==> src/rtl/dmem_arbiter.sv <==
// dmem_arbiter: two-master round-robin arbiter for the single data-memory port.
// Master 0 is the CPU load/store adapter, master 1 the DMA/copy engine. The winning
// request is registered onto the slave port. Read data returns in issue order through
// a {valid, owner} shift register that is READ_LATENCY stages deep.
// Optional feature: define DMEM_ARB_LOCK_EN to let a locking owner hold priority for up
// to MAX_BURST consecutive grants. Without it the mN_lock inputs are ignored.
module dmem_arbiter #(
    parameter int unsigned ADDR_WIDTH   = 32,
    parameter int unsigned DATA_WIDTH   = 32,
    parameter int unsigned READ_LATENCY = 1,   // legal range 1..4
    parameter int unsigned MAX_BURST    = 8    // >= 1
) (
    input  logic                  clock,
    input  logic                  reset,
    // master 0
    input  logic                  m0_req,
    input  logic                  m0_we,
    input  logic [ADDR_WIDTH-1:0] m0_addr,
    input  logic [DATA_WIDTH-1:0] m0_wdata,
    input  logic [2:0]            m0_op,
    input  logic                  m0_lock,
    output logic                  m0_gnt,
    output logic                  m0_rvalid,
    output logic [DATA_WIDTH-1:0] m0_rdata,
    // master 1
    input  logic                  m1_req,
    input  logic                  m1_we,
    input  logic [ADDR_WIDTH-1:0] m1_addr,
    input  logic [DATA_WIDTH-1:0] m1_wdata,
    input  logic [2:0]            m1_op,
    input  logic                  m1_lock,
    output logic                  m1_gnt,
    output logic                  m1_rvalid,
    output logic [DATA_WIDTH-1:0] m1_rdata,
    // slave port
    output logic                  s_re,
    output logic                  s_we,
    output logic [ADDR_WIDTH-1:0] s_addr,
    output logic [DATA_WIDTH-1:0] s_wdata,
    output logic [2:0]            s_op,
    input  logic [DATA_WIDTH-1:0] s_rdata
);

    typedef enum logic [0:0] {StIdle, StIssue} state_e;

    state_e                  state_q, state_d;
    logic                    re_q, re_d;
    logic                    we_q, we_d;
    logic                    gnt0_q, gnt0_d;
    logic                    gnt1_q, gnt1_d;
    logic [ADDR_WIDTH-1:0]   addr_q, addr_d;
    logic [DATA_WIDTH-1:0]   wdata_q, wdata_d;
    logic [2:0]              op_q, op_d;
    // Master granted most recently; during a strobe cycle it is the issuing master.
    logic                    last_owner_q, last_owner_d;
    logic [READ_LATENCY-1:0] pipe_vld_q;
    logic [READ_LATENCY-1:0] pipe_own_q;

    logic                    win_valid;
    logic                    win_id;
    logic                    tail_vld;
    logic                    tail_own;

`ifdef DMEM_ARB_LOCK_EN
    localparam int unsigned CntW = $clog2(MAX_BURST + 1);

    logic [CntW-1:0] burst_cnt_q, burst_cnt_d;
    logic            owner_hold;
    logic            owner_lock;
    logic            win_lock;

    // Winner selection: a locking owner keeps priority until its burst budget is spent.
    always_comb begin
        owner_lock = last_owner_q ? m1_lock : m0_lock;
        owner_hold = owner_lock && (last_owner_q ? m1_req : m0_req) &&
                     (burst_cnt_q < CntW'(MAX_BURST));
        win_valid  = m0_req | m1_req;
        if (m0_req && m1_req) begin
            win_id = owner_hold ? last_owner_q : ~last_owner_q;
        end else begin
            win_id = m1_req;
        end
        win_lock = win_id ? m1_lock : m0_lock;
    end

    // Burst counter: counts locked grants of the current owner, saturating at MAX_BURST.
    always_comb begin
        burst_cnt_d = burst_cnt_q;
        if (win_valid) begin
            if (!win_lock) begin
                burst_cnt_d = '0;
            end else if (win_id == last_owner_q) begin
                if (burst_cnt_q != CntW'(MAX_BURST)) begin
                    burst_cnt_d = burst_cnt_q + CntW'(1);
                end
            end else begin
                burst_cnt_d = CntW'(1);
            end
        end else if (!owner_lock) begin
            burst_cnt_d = '0;
        end
    end

    // Burst counter register.
    always_ff @(posedge clock or posedge reset) begin
        if (reset) begin
            burst_cnt_q <= '0;
        end else begin
            burst_cnt_q <= burst_cnt_d;
        end
    end
`else
    logic unused_lock;
    assign unused_lock = m0_lock ^ m1_lock;

    // Winner selection: pure round-robin, the master that did not win last time goes first.
    always_comb begin
        win_valid = m0_req | m1_req;
        if (m0_req && m1_req) begin
            win_id = ~last_owner_q;
        end else begin
            win_id = m1_req;
        end
    end
`endif

    // Issue FSM and next-state of the registered slave payload and grant pulses.
    always_comb begin
        state_d      = state_q;
        re_d         = 1'b0;
        we_d         = 1'b0;
        gnt0_d       = 1'b0;
        gnt1_d       = 1'b0;
        addr_d       = addr_q;
        wdata_d      = wdata_q;
        op_d         = op_q;
        last_owner_d = last_owner_q;
        unique case (state_q)
            StIdle: begin
                if (win_valid) state_d = StIssue;
            end
            StIssue: begin
                if (!win_valid) begin
                    state_d = StIdle;
                    re_d    = 1'b0;
                    we_d    = 1'b0;
                end
            end
            default: state_d = StIdle;
        endcase
        if (win_valid) begin
            last_owner_d = win_id;
            gnt0_d       = ~win_id;
            gnt1_d       = win_id;
            we_d         = win_id ? m1_we : m0_we;
            re_d         = ~we_d;
            addr_d       = win_id ? m1_addr  : m0_addr;
            wdata_d      = win_id ? m1_wdata : m0_wdata;
            op_d         = win_id ? m1_op    : m0_op;
        end
    end

    // Slave-side registers, grant pulses and arbitration history.
    always_ff @(posedge clock or posedge reset) begin
        if (reset) begin
            state_q      <= StIdle;
            re_q         <= 1'b0;
            we_q         <= 1'b0;
            gnt0_q       <= 1'b0;
            gnt1_q       <= 1'b0;
            addr_q       <= '0;
            wdata_q      <= '0;
            op_q         <= '0;
            last_owner_q <= 1'b1;
        end else begin
            state_q      <= state_d;
            re_q         <= re_d;
            we_q         <= we_d;
            gnt0_q       <= gnt0_d;
            gnt1_q       <= gnt1_d;
            addr_q       <= addr_d;
            wdata_q      <= wdata_d;
            op_q         <= op_d;
            last_owner_q <= last_owner_d;
        end
    end

    // Read-return pipe: stage 0 captures the strobe cycle, the tail lines up with s_rdata.
    always_ff @(posedge clock or posedge reset) begin
        if (reset) begin
            pipe_vld_q <= '0;
            pipe_own_q <= '0;
        end else begin
            pipe_vld_q[0] <= re_q;
            pipe_own_q[0] <= last_owner_q;
            for (int i = 1; i < READ_LATENCY; i++) begin
                pipe_vld_q[i] <= pipe_vld_q[i-1];
                pipe_own_q[i] <= pipe_own_q[i-1];
            end
        end
    end

    assign tail_vld  = pipe_vld_q[READ_LATENCY-1];
    assign tail_own  = pipe_own_q[READ_LATENCY-1];

    assign m0_rvalid = tail_vld & ~tail_own;
    assign m1_rvalid = tail_vld &  tail_own;
    assign m0_rdata  = m0_rvalid ? s_rdata : '0;
    assign m1_rdata  = m1_rvalid ? s_rdata : '0;

    assign m0_gnt    = gnt0_q;
    assign m1_gnt    = gnt1_q;
    assign s_re      = re_q;
    assign s_we      = we_q;
    assign s_addr    = addr_q;
    assign s_wdata   = wdata_q;
    assign s_op      = op_q;

endmodule

==> config.mk <==
export PLATFORM = sky130hd
export DESIGN_NAME = dmem_arbiter
export DESIGN_NICKNAME = d
export VERILOG_FILES = /design/src/rtl/dmem_arbiter.sv
export SDC_FILE = /design/constraint.sdc
export NUM_CORES = 1
export LEC_CHECK = 0
export BUFFER_PORTS_ARGS = -buffer_cell sky130_fd_sc_hd__clkbuf_2
export CAP_MARGIN = 15
export CORE_AREA = 2 2 120 122
export CTS_BUF_LIST = sky130_fd_sc_hd__clkbuf_8 sky130_fd_sc_hd__clkbuf_16
export DETAILED_ROUTE_END_ITERATION = 10
export DIE_AREA = 0 0 122 124
export HOLD_SLACK_MARGIN = 0.08
export PLACE_DENSITY = 0.65
export SLEW_MARGIN = 20
export SYNTH_ARGS = -nofsm -noshare
export SYNTH_HDL_FRONTEND = slang
export SYNTH_SLANG_ARGS = --single-unit
==> constraint.sdc <==
create_clock -name clock -period 2.55 [get_ports clock]
set_clock_uncertainty 0.15 [all_clocks]
set_input_delay 0.1275 -clock clock [delete_from_list [all_inputs] [get_ports clock]]
set_output_delay 0.1275 -clock clock [all_outputs]
set_load 0.01 [all_outputs]
==> metrics.txt, run 1 <==
first error [ERROR RSZ-0060] Max buffer count reached.; post-CTS setup buffers 0; syn_nets 646; sequential cell area fraction in the yosys report 41.60%; Mean Syn Cell Area 9.437 µm²; mapped cell area 0.004454 mm²; Starting Density 32.47%; Unique masters post-synth 20; HPWL Detailed 11,440 µm; Die W 122 µm; Cell Rows 43; hold buffer count at CTS 187; Sinks on Clock Net 74; main combinational cell family by area after synthesis simple AND/OR/NAND/NOR gates; Stopped at clock tree synthesis; PortBufs 308; most frequent cell after synthesis and3_1; # IOs 311; share of synthesized cell area in and, or, nand and nor gates 18.93%; clk buf depth 2; status stopped before the end; Die Y 124 µm; Post-Syn Instances 472; gp weighted congestion 0.8243; clock buffer count from CTS 9; Yosys Warn Count 0; area leader, netlist dfrtp_1; flops & latches, synth 74; Area contributors post-synth dfrtp_1, mux2i_1, and3_1, a31oi_1, o21ai_0; multiplexer share of the synthesized area 15.06%; Post-Synth Adder-Cell Area 0%; Async SR Flop Fraction 100.0%; Synth Area in Compound Gates 17.56%; H-tree Lvls 3; worst slack at placement 0.7092 ns; number of synthesized flops with an enable pin 0; Post-Synth XOR/XNOR Area 0%; cts repair resizes 0; Root Driver clkbuf_16; Synth top cells by count and3_1, dfrtp_1, a31oi_1, mux2i_1, o21ai_0; dominant synthesized flop cell dfrtp_1; Synth top area share 41.01%
[metrics by stage]
step	area, µm²	std cells	utilization, %
floorplan	4454	472	-
global placement	6051	915	44.10
detailed placement	6051	915	44.10
[logic make-up after synthesis]
group / count (synthesis)
DFF: 74
muxes: 67
buffers and inverters: 58
and+or+nand+nor: 135
AOI/OAI and AO/OA: 138
==> run 2: changes to the inputs <==
==> config.mk (replaced) <==
export PLATFORM = sky130hd
export DESIGN_NAME = dmem_arbiter
export DESIGN_NICKNAME = d
export VERILOG_FILES = /design/src/rtl/dmem_arbiter.sv
export SDC_FILE = /design/constraint.sdc
export NUM_CORES = 1
export LEC_CHECK = 0
export BUFFER_PORTS_ARGS = -buffer_cell sky130_fd_sc_hd__clkbuf_2
export CAP_MARGIN = 15
export CORE_MARGIN = 2
export CORE_UTILIZATION = 20
export DETAILED_ROUTE_END_ITERATION = 10
export PLACE_DENSITY_LB_ADDON = 0.15
export SLEW_MARGIN = 20
export SYNTH_ARGS = -nofsm -noshare
export SYNTH_HDL_FRONTEND = slang
export SYNTH_SLANG_ARGS = --single-unit
==> metrics.txt, run 2 <==
R2R setup slack 0.16 ns; minimum clock period 2.390 ns; Layout fillers 2,225; die footprint 0.02348 mm²; sequential cell area fraction in the yosys report 41.60% (unchanged); Reg2Reg Capture Point s_op[0]; Worst-Margin Slew 0.7435 ns; Starting Density 20.41% (-12 points); H-tree Lvls 3 (unchanged); # IOs 311 (unchanged); area of the multi-input gates 0.002301 mm²; PortBufs 308 (unchanged); Hold Path Sink last_owner_q; Die W 153.2 µm (+26%); Synth top area share 41.01% (unchanged); final period utilization 93.74%; Finished Core Util 38.88%; grt ovf 0; HPWL Detailed 12,550 µm (+9.8%); peak supply drop 0.0003285 V; final setup violation count 0; Clock power frac 31.1%; Leak 4.430 nW; most frequent cells in the layout clkbuf_2, dlygate4sd3_1, and3_1; Layout area overhead 90.51%; startpoint types flop; Worst-path clk slew 0.06 ns; relative slew slack 50.43%; Cell Rows 54 (+26%); Setup WS post-layout 0.1596 ns; Mean Syn Cell Area 9.437 µm² (unchanged); HP Start m0_req; Tot GR Track Use 16.45%; clk buf depth 2 (unchanged); DR vias 5,659; min-delay worst type input port to flop; Async SR Flop Fraction 100.0% (unchanged); number of synthesized flops with an enable pin 0 (unchanged); most frequent cell after synthesis and3_1; Hold Vio Cnt, Final 0; flops & latches, synth 74 (unchanged); Pins Over Slew Limit 0; Pwr Density 495.0 mW/mm²; Switching Share 31.58%; mapped cell area 0.004454 mm² (unchanged); met2 WL 10,120 µm; Area contributors post-synth dfrtp_1, mux2i_1, and3_1, a31oi_1, o21ai_0; Unique masters post-synth 20 (unchanged); Die Y 153.2 µm (+24%); clock buffer count from CTS 9 (unchanged); most common cell after layout, fill and taps aside clkbuf_2; core area 0.02182 mm²; antenna violations before repair 5; met3 routed WL 1283 µm; NumNets Final 1,118; CP arrival 2.51 ns; DR pass1 iterations 4; first-pass GRT wire length 30,870 µm; Worst setup EP type flop; status finished clean; Worst Hold Depth 3; Int Pwr 2.874 mW; Top Layer Used met5; antenna viol nets, final 0; dominant synthesized flop cell dfrtp_1; number of global-route vias before repair 5,902; CTS tree yes; setup tns final 0 ns; DR vias/cell 4.593; Synth top cells by count and3_1, dfrtp_1, a31oi_1, mux2i_1, o21ai_0; crit path max fanout 18; register area 0.001853 mm²; Max Clk Rate 418.3 MHz; final wirelength 20,020 µm; drt drc 0; part of the power in registers 34.0%; later-pin clock latency in the skew report 0.33 ns; Req. time, crit path 2.67 ns; RR Startpoint last_owner_q; Routed met1 length 7868 µm; Post-Syn Instances 472 (unchanged); area leader, netlist dfrtp_1; Root Driver clkbuf_16; maxcap violations 0; worst slack at placement 0.8387 ns (+0.1295 ns); Yosys Warn Count 0 (unchanged); fraction of layout cells with a size suffix above 1 35.72%; DR iter-0 viols 249; Wirelength per Cell 16.25 µm; Psw 1.326 mW; Gate power share 35.0%; largest net degree at the start of global routing 136; Sinks on Clock Net 74 (unchanged); crit path kind flop to flop; syn_nets 646 (unchanged); gp weighted congestion 0.7702 (-6.6%); reg2reg path depth 6; RSZ-0062 raised after global routing no
run 2: cell counts after synthesis:
No cell type changed its count.
run 2: worst max-delay path: stages (launching register included):
cell           delay (ns)
dfstp_2              0.59
buf_12               0.18
and3_1               0.16
a31oi_1              0.04
dlygate4sd3_1        0.57
o21ai_0              0.07
dlygate4sd3_1        0.56
run 2: cells by family (layout without fill, tap and decap cells):
kind of cell	Yosys count	after routing	synth area share [%]
compound gates	138	138	17.56
buf+inv	58	535	6.854
flops	74	74	41.60
mux	67	67	15.06
other cells	0	3	0
simple gates	135	135	18.93
run 2: final cells by class:
cell class	instances	share of cell area, %
timing repair buffer	514	43.11
multi-input combinational	340	27.12
sequential	74	21.84
tap	280	4.129
clock buffer	11	2.743
clock inverter	5	0.7372
inverter	5	0.2359
antenna	3	0.08847
run 2: how the worst max path moves through the flow:
stage / startpoint / endpoint / slack [ns] / cells after the start
final: last_owner_q / s_op[0] / 0.16 / 6
after CTS: last_owner_q / s_addr[27] / 0.04 / 6
after global placement: last_owner_q / s_wdata[31] / 0.85 / 4
after floorplan: reset / m0_gnt / 0.39 / 1
after detailed placement: last_owner_q / s_addr[15] / 0.84 / 4
after global routing: last_owner_q / s_wdata[0] / 0.05 / 6
run 2: what timing repair did:
item	CTS	global route
hold buffers	192	0
resized for setup	0	1
hold endpoints to repair	97	0
endpoints found under the setup margin	0	4
buffers inserted	0	1
run 2: power groups by stage:
stage / clock network, mW / logic [mW] / registers, mW
detailed placement: 0 / 1.10 / 1.44
global placement: 0 / 1.11 / 1.45
CTS: 1.37 / 1.43 / 1.42
global route: 1.42 / 1.62 / 1.45
finish: 1.30 / 1.47 / 1.43
floorplan: 0 / 0.510 / 1.51
run 2: through the flow:
| step | std cells | power (mW) | hold slack, ns | instance area, µm² |
|---|---|---|---|---|
| final | 1232 | 4.200 | 0.01179 | 8486 |
| after global routing | 1232 | 4.488 | 0.02448 | 8486 |
| after CTS | 1226 | 4.227 | 0.08182 | 8416 |
| after detailed placement | 1018 | 2.542 | 0.04517 | 6198 |
| after global placement | 1018 | 2.557 | 0.04669 | 6198 |
| after floorplan | 472 | 2.023 | 0.06657 | 4454 |
run 2: layer usage:
layer	global-route usage, %	vias up
met3	3.828	35
met1	18.02	2679
met2	29.83	243
met5	0	-
met4	7.937	2
li1	-	2700
(Power assumes the default switching activity.)
==> run 3: changes to the inputs <==
--- a/config.mk
+++ b/config.mk
@@ -7,9 +7,9 @@
 export LEC_CHECK = 0
 export BUFFER_PORTS_ARGS = -buffer_cell sky130_fd_sc_hd__clkbuf_2
 export CAP_MARGIN = 15
-export CORE_MARGIN = 2
-export CORE_UTILIZATION = 20
+export CORE_AREA = 2 2 122 124
 export DETAILED_ROUTE_END_ITERATION = 10
+export DIE_AREA = 0 0 124 126
 export PLACE_DENSITY_LB_ADDON = 0.15
 export SLEW_MARGIN = 20
 export SYNTH_ARGS = -nofsm -noshare
==> constraint.sdc (replaced) <==
create_clock -name clock -period 3 [get_ports clock]
set_clock_uncertainty 0.15 [all_clocks]
set_input_delay 0.15 -clock clock [delete_from_list [all_inputs] [get_ports clock]]
set_output_delay 0.15 -clock clock [all_outputs]
set_load 0.01 [all_outputs]
==> metrics.txt, run 3 (synthesis results as in run 2) <==
Hold Path Sink s_wdata[23]; Finished Cell Area 0.007589 mm² (-11%); relative slew slack 45.95% (-4.5 points); gp weighted congestion 0.7483 (-2.8%); Post-DP Area 0.006023 mm² (-2.8%); number of global-route vias before repair 5,392 (-8.6%); Die W 124 µm (-19%); later-pin clock latency in the skew report 0.33 ns (about the same); largest net degree at the start of global routing 136 (unchanged); met3 routed WL 1035 µm (-19%); Worst setup EP type output pin; PortBufs 308 (unchanged); DR pass1 iterations 4 (unchanged); final period utilization 85.31%; Cell Rows 44 (-19%); failing checks hold timing; reg2reg path depth 5 (-1); H-tree Lvls 3 (unchanged); die footprint 0.01562 mm² (-33%); post-CTS setup buffers 0 (unchanged); Wirelength per Cell 16.08 µm (-1.0%); Worst Hold Depth 3 (unchanged); CTS tree yes; Reg2Reg Capture Point s_addr[5]; DR vias 5,380 (-4.9%); most common cell after layout, fill and taps aside clkbuf_2; Worst-path clk slew 0.05 ns (about the same); antenna violations before repair 0 (-5); R2R setup slack 0.44 ns (+0.28 ns); Routed met1 length 6616 µm (-16%); worst hold margin -0.003829 ns (-0.01562 ns); Cell Chain, Critical Path and2b_1 -> and2_1 -> clkbuf_2; Tot GR Track Use 21.22% (+4.8 points); # IOs 311 (unchanged); Top delay family on crit path simple AND/OR/NAND/NOR gates; Hold Vio Cnt, Final 1 (+1); met2 WL 9000 µm (-11%); final setup violation count 0 (unchanged); setup tns final 0 ns (unchanged); clock buffer count from CTS 9 (unchanged); HPWL Detailed 11,380 µm (-9.4%); Worst-Margin Slew 0.8107 ns (+0.06720 ns); cts repair resizes 0 (unchanged); peak supply drop 0.0002241 V (-32%); Max Clk Rate 390.7 MHz; RR Startpoint last_owner_q; NumNets Final 1,048 (-6.3%); Critical-path top delay cell and2b_1; CP arrival 2.26 ns (-0.25 ns); minimum clock period 2.559 ns; Starting Density 31.12% (+11 points); Top Layer Used met4; RSZ-0062 raised after global routing no; crit path max fanout 34 (+16); fraction of layout cells with a size suffix above 1 37.74% (+2.0 points); most frequent cells in the layout clkbuf_2, dlygate4sd3_1, and3_1; instance count on the critical path 3 (-3); grt ovf 0 (unchanged); worst slack at placement 0.7936 ns (-0.04508 ns); core area 0.01431 mm² (-34%); Leak 4.176 nW (-5.7%); clk buf depth 2 (unchanged); maxcap violations 0 (unchanged); Diodes inserted 0 (-3); Root Driver clkbuf_16; DR vias/cell 5.071 (+10%); total chip power 3.379 mW (-20%); antenna viol nets, final 0 (unchanged); DR iter-0 viols 219 (-12%); Layout fillers 1,340 (-40%); Sinks on Clock Net 74 (unchanged); Setup WS post-layout 0.4408 ns (+0.2812 ns); Pwr Density 445.3 mW/mm² (-10%); Layout area overhead 70.37%; worst path bufs/invs 1 (-2); crit path kind flop to output pin; Req. time, crit path 2.70 ns (+0.03 ns); startpoint types flop; min-delay worst type input port to flop; Pins Over Slew Limit 0 (unchanged); drt drc 0 (unchanged); Die Y 126 µm (-18%); status finished with violations; hold buffer count at CTS 129 (-33%); first-pass GRT wire length 26,180 µm (-15%); final wirelength 17,070 µm (-15%); CP peak stage delay 0.84 ns (+0.25 ns); HP Start m0_wdata[23]
-- run 3: changes by cell type in the layout (fill, tap and decap cells not counted) --
| cell | delta |
|---|---|
| buf_12 | -2 |
| buf_4 | -3 |
| clkbuf_1 | -1 |
| clkbuf_16 | -2 |
| clkinv_2 | +3 |
| clkinv_4 | -1 |
| clkinvlp_4 | -2 |
| diode_2 | -3 |
| dlygate4sd3_1 | -63 |
| inv_6 | -1 |
| nand2_2 | +1 |
| nand2_4 | -1 |
-- run 3: layout make-up --
class / instances / area [µm²] / area share, %
Timing Repair Buffer: 444 / 2915 / 38.42
Tap cell: 184 / 230.2 / 3.034
Multi-Input combinational cell: 340 / 2296 / 30.26
Sequential cell: 74 / 1853 / 24.42
Clock inverter: 4 / 45.04 / 0.5936
Inverter: 5 / 20.02 / 0.2638
Clock buffer: 10 / 229.0 / 3.017
-- run 3: through the flow --
step,std cells,utilization [%]
6_report,1061,53.02
5_1_grt,1061,53.02
4_1_cts,1061,53.02
3_5_place_dp,918,42.08
3_3_place_gp,918,42.08
2_1_floorplan,472,-
-- run 3: routing by layer --
metal  track usage (%)  vias up
li1                  -     2558
met1             23.18     2569
met2             40.21      221
met3             3.442       32
met4             8.063        0
met5                 0        -
-- run 3: power by group --
part	switching, mW	internal (mW)	total [mW]
clock	0.403	0.630	1.03
sequential	0.0902	1.14	1.23
combinational	0.540	0.580	1.12
-- run 3: worst min-delay path: stages --
cell	delay, ns
clkbuf_2	0.08
mux2i_1	0.06
o21ai_0	0.15
-- run 3: how the worst max path moves through the flow --
stage	startpoint	to
after floorplan	reset	m0_gnt
after global placement	pipe_own_q	m0_rdata[16]
after detailed placement	pipe_own_q	m0_rdata[20]
after CTS	pipe_own_q	m0_rdata[23]
after global routing	pipe_own_q	m0_rdata[16]
final	pipe_own_q	m0_rdata[23]
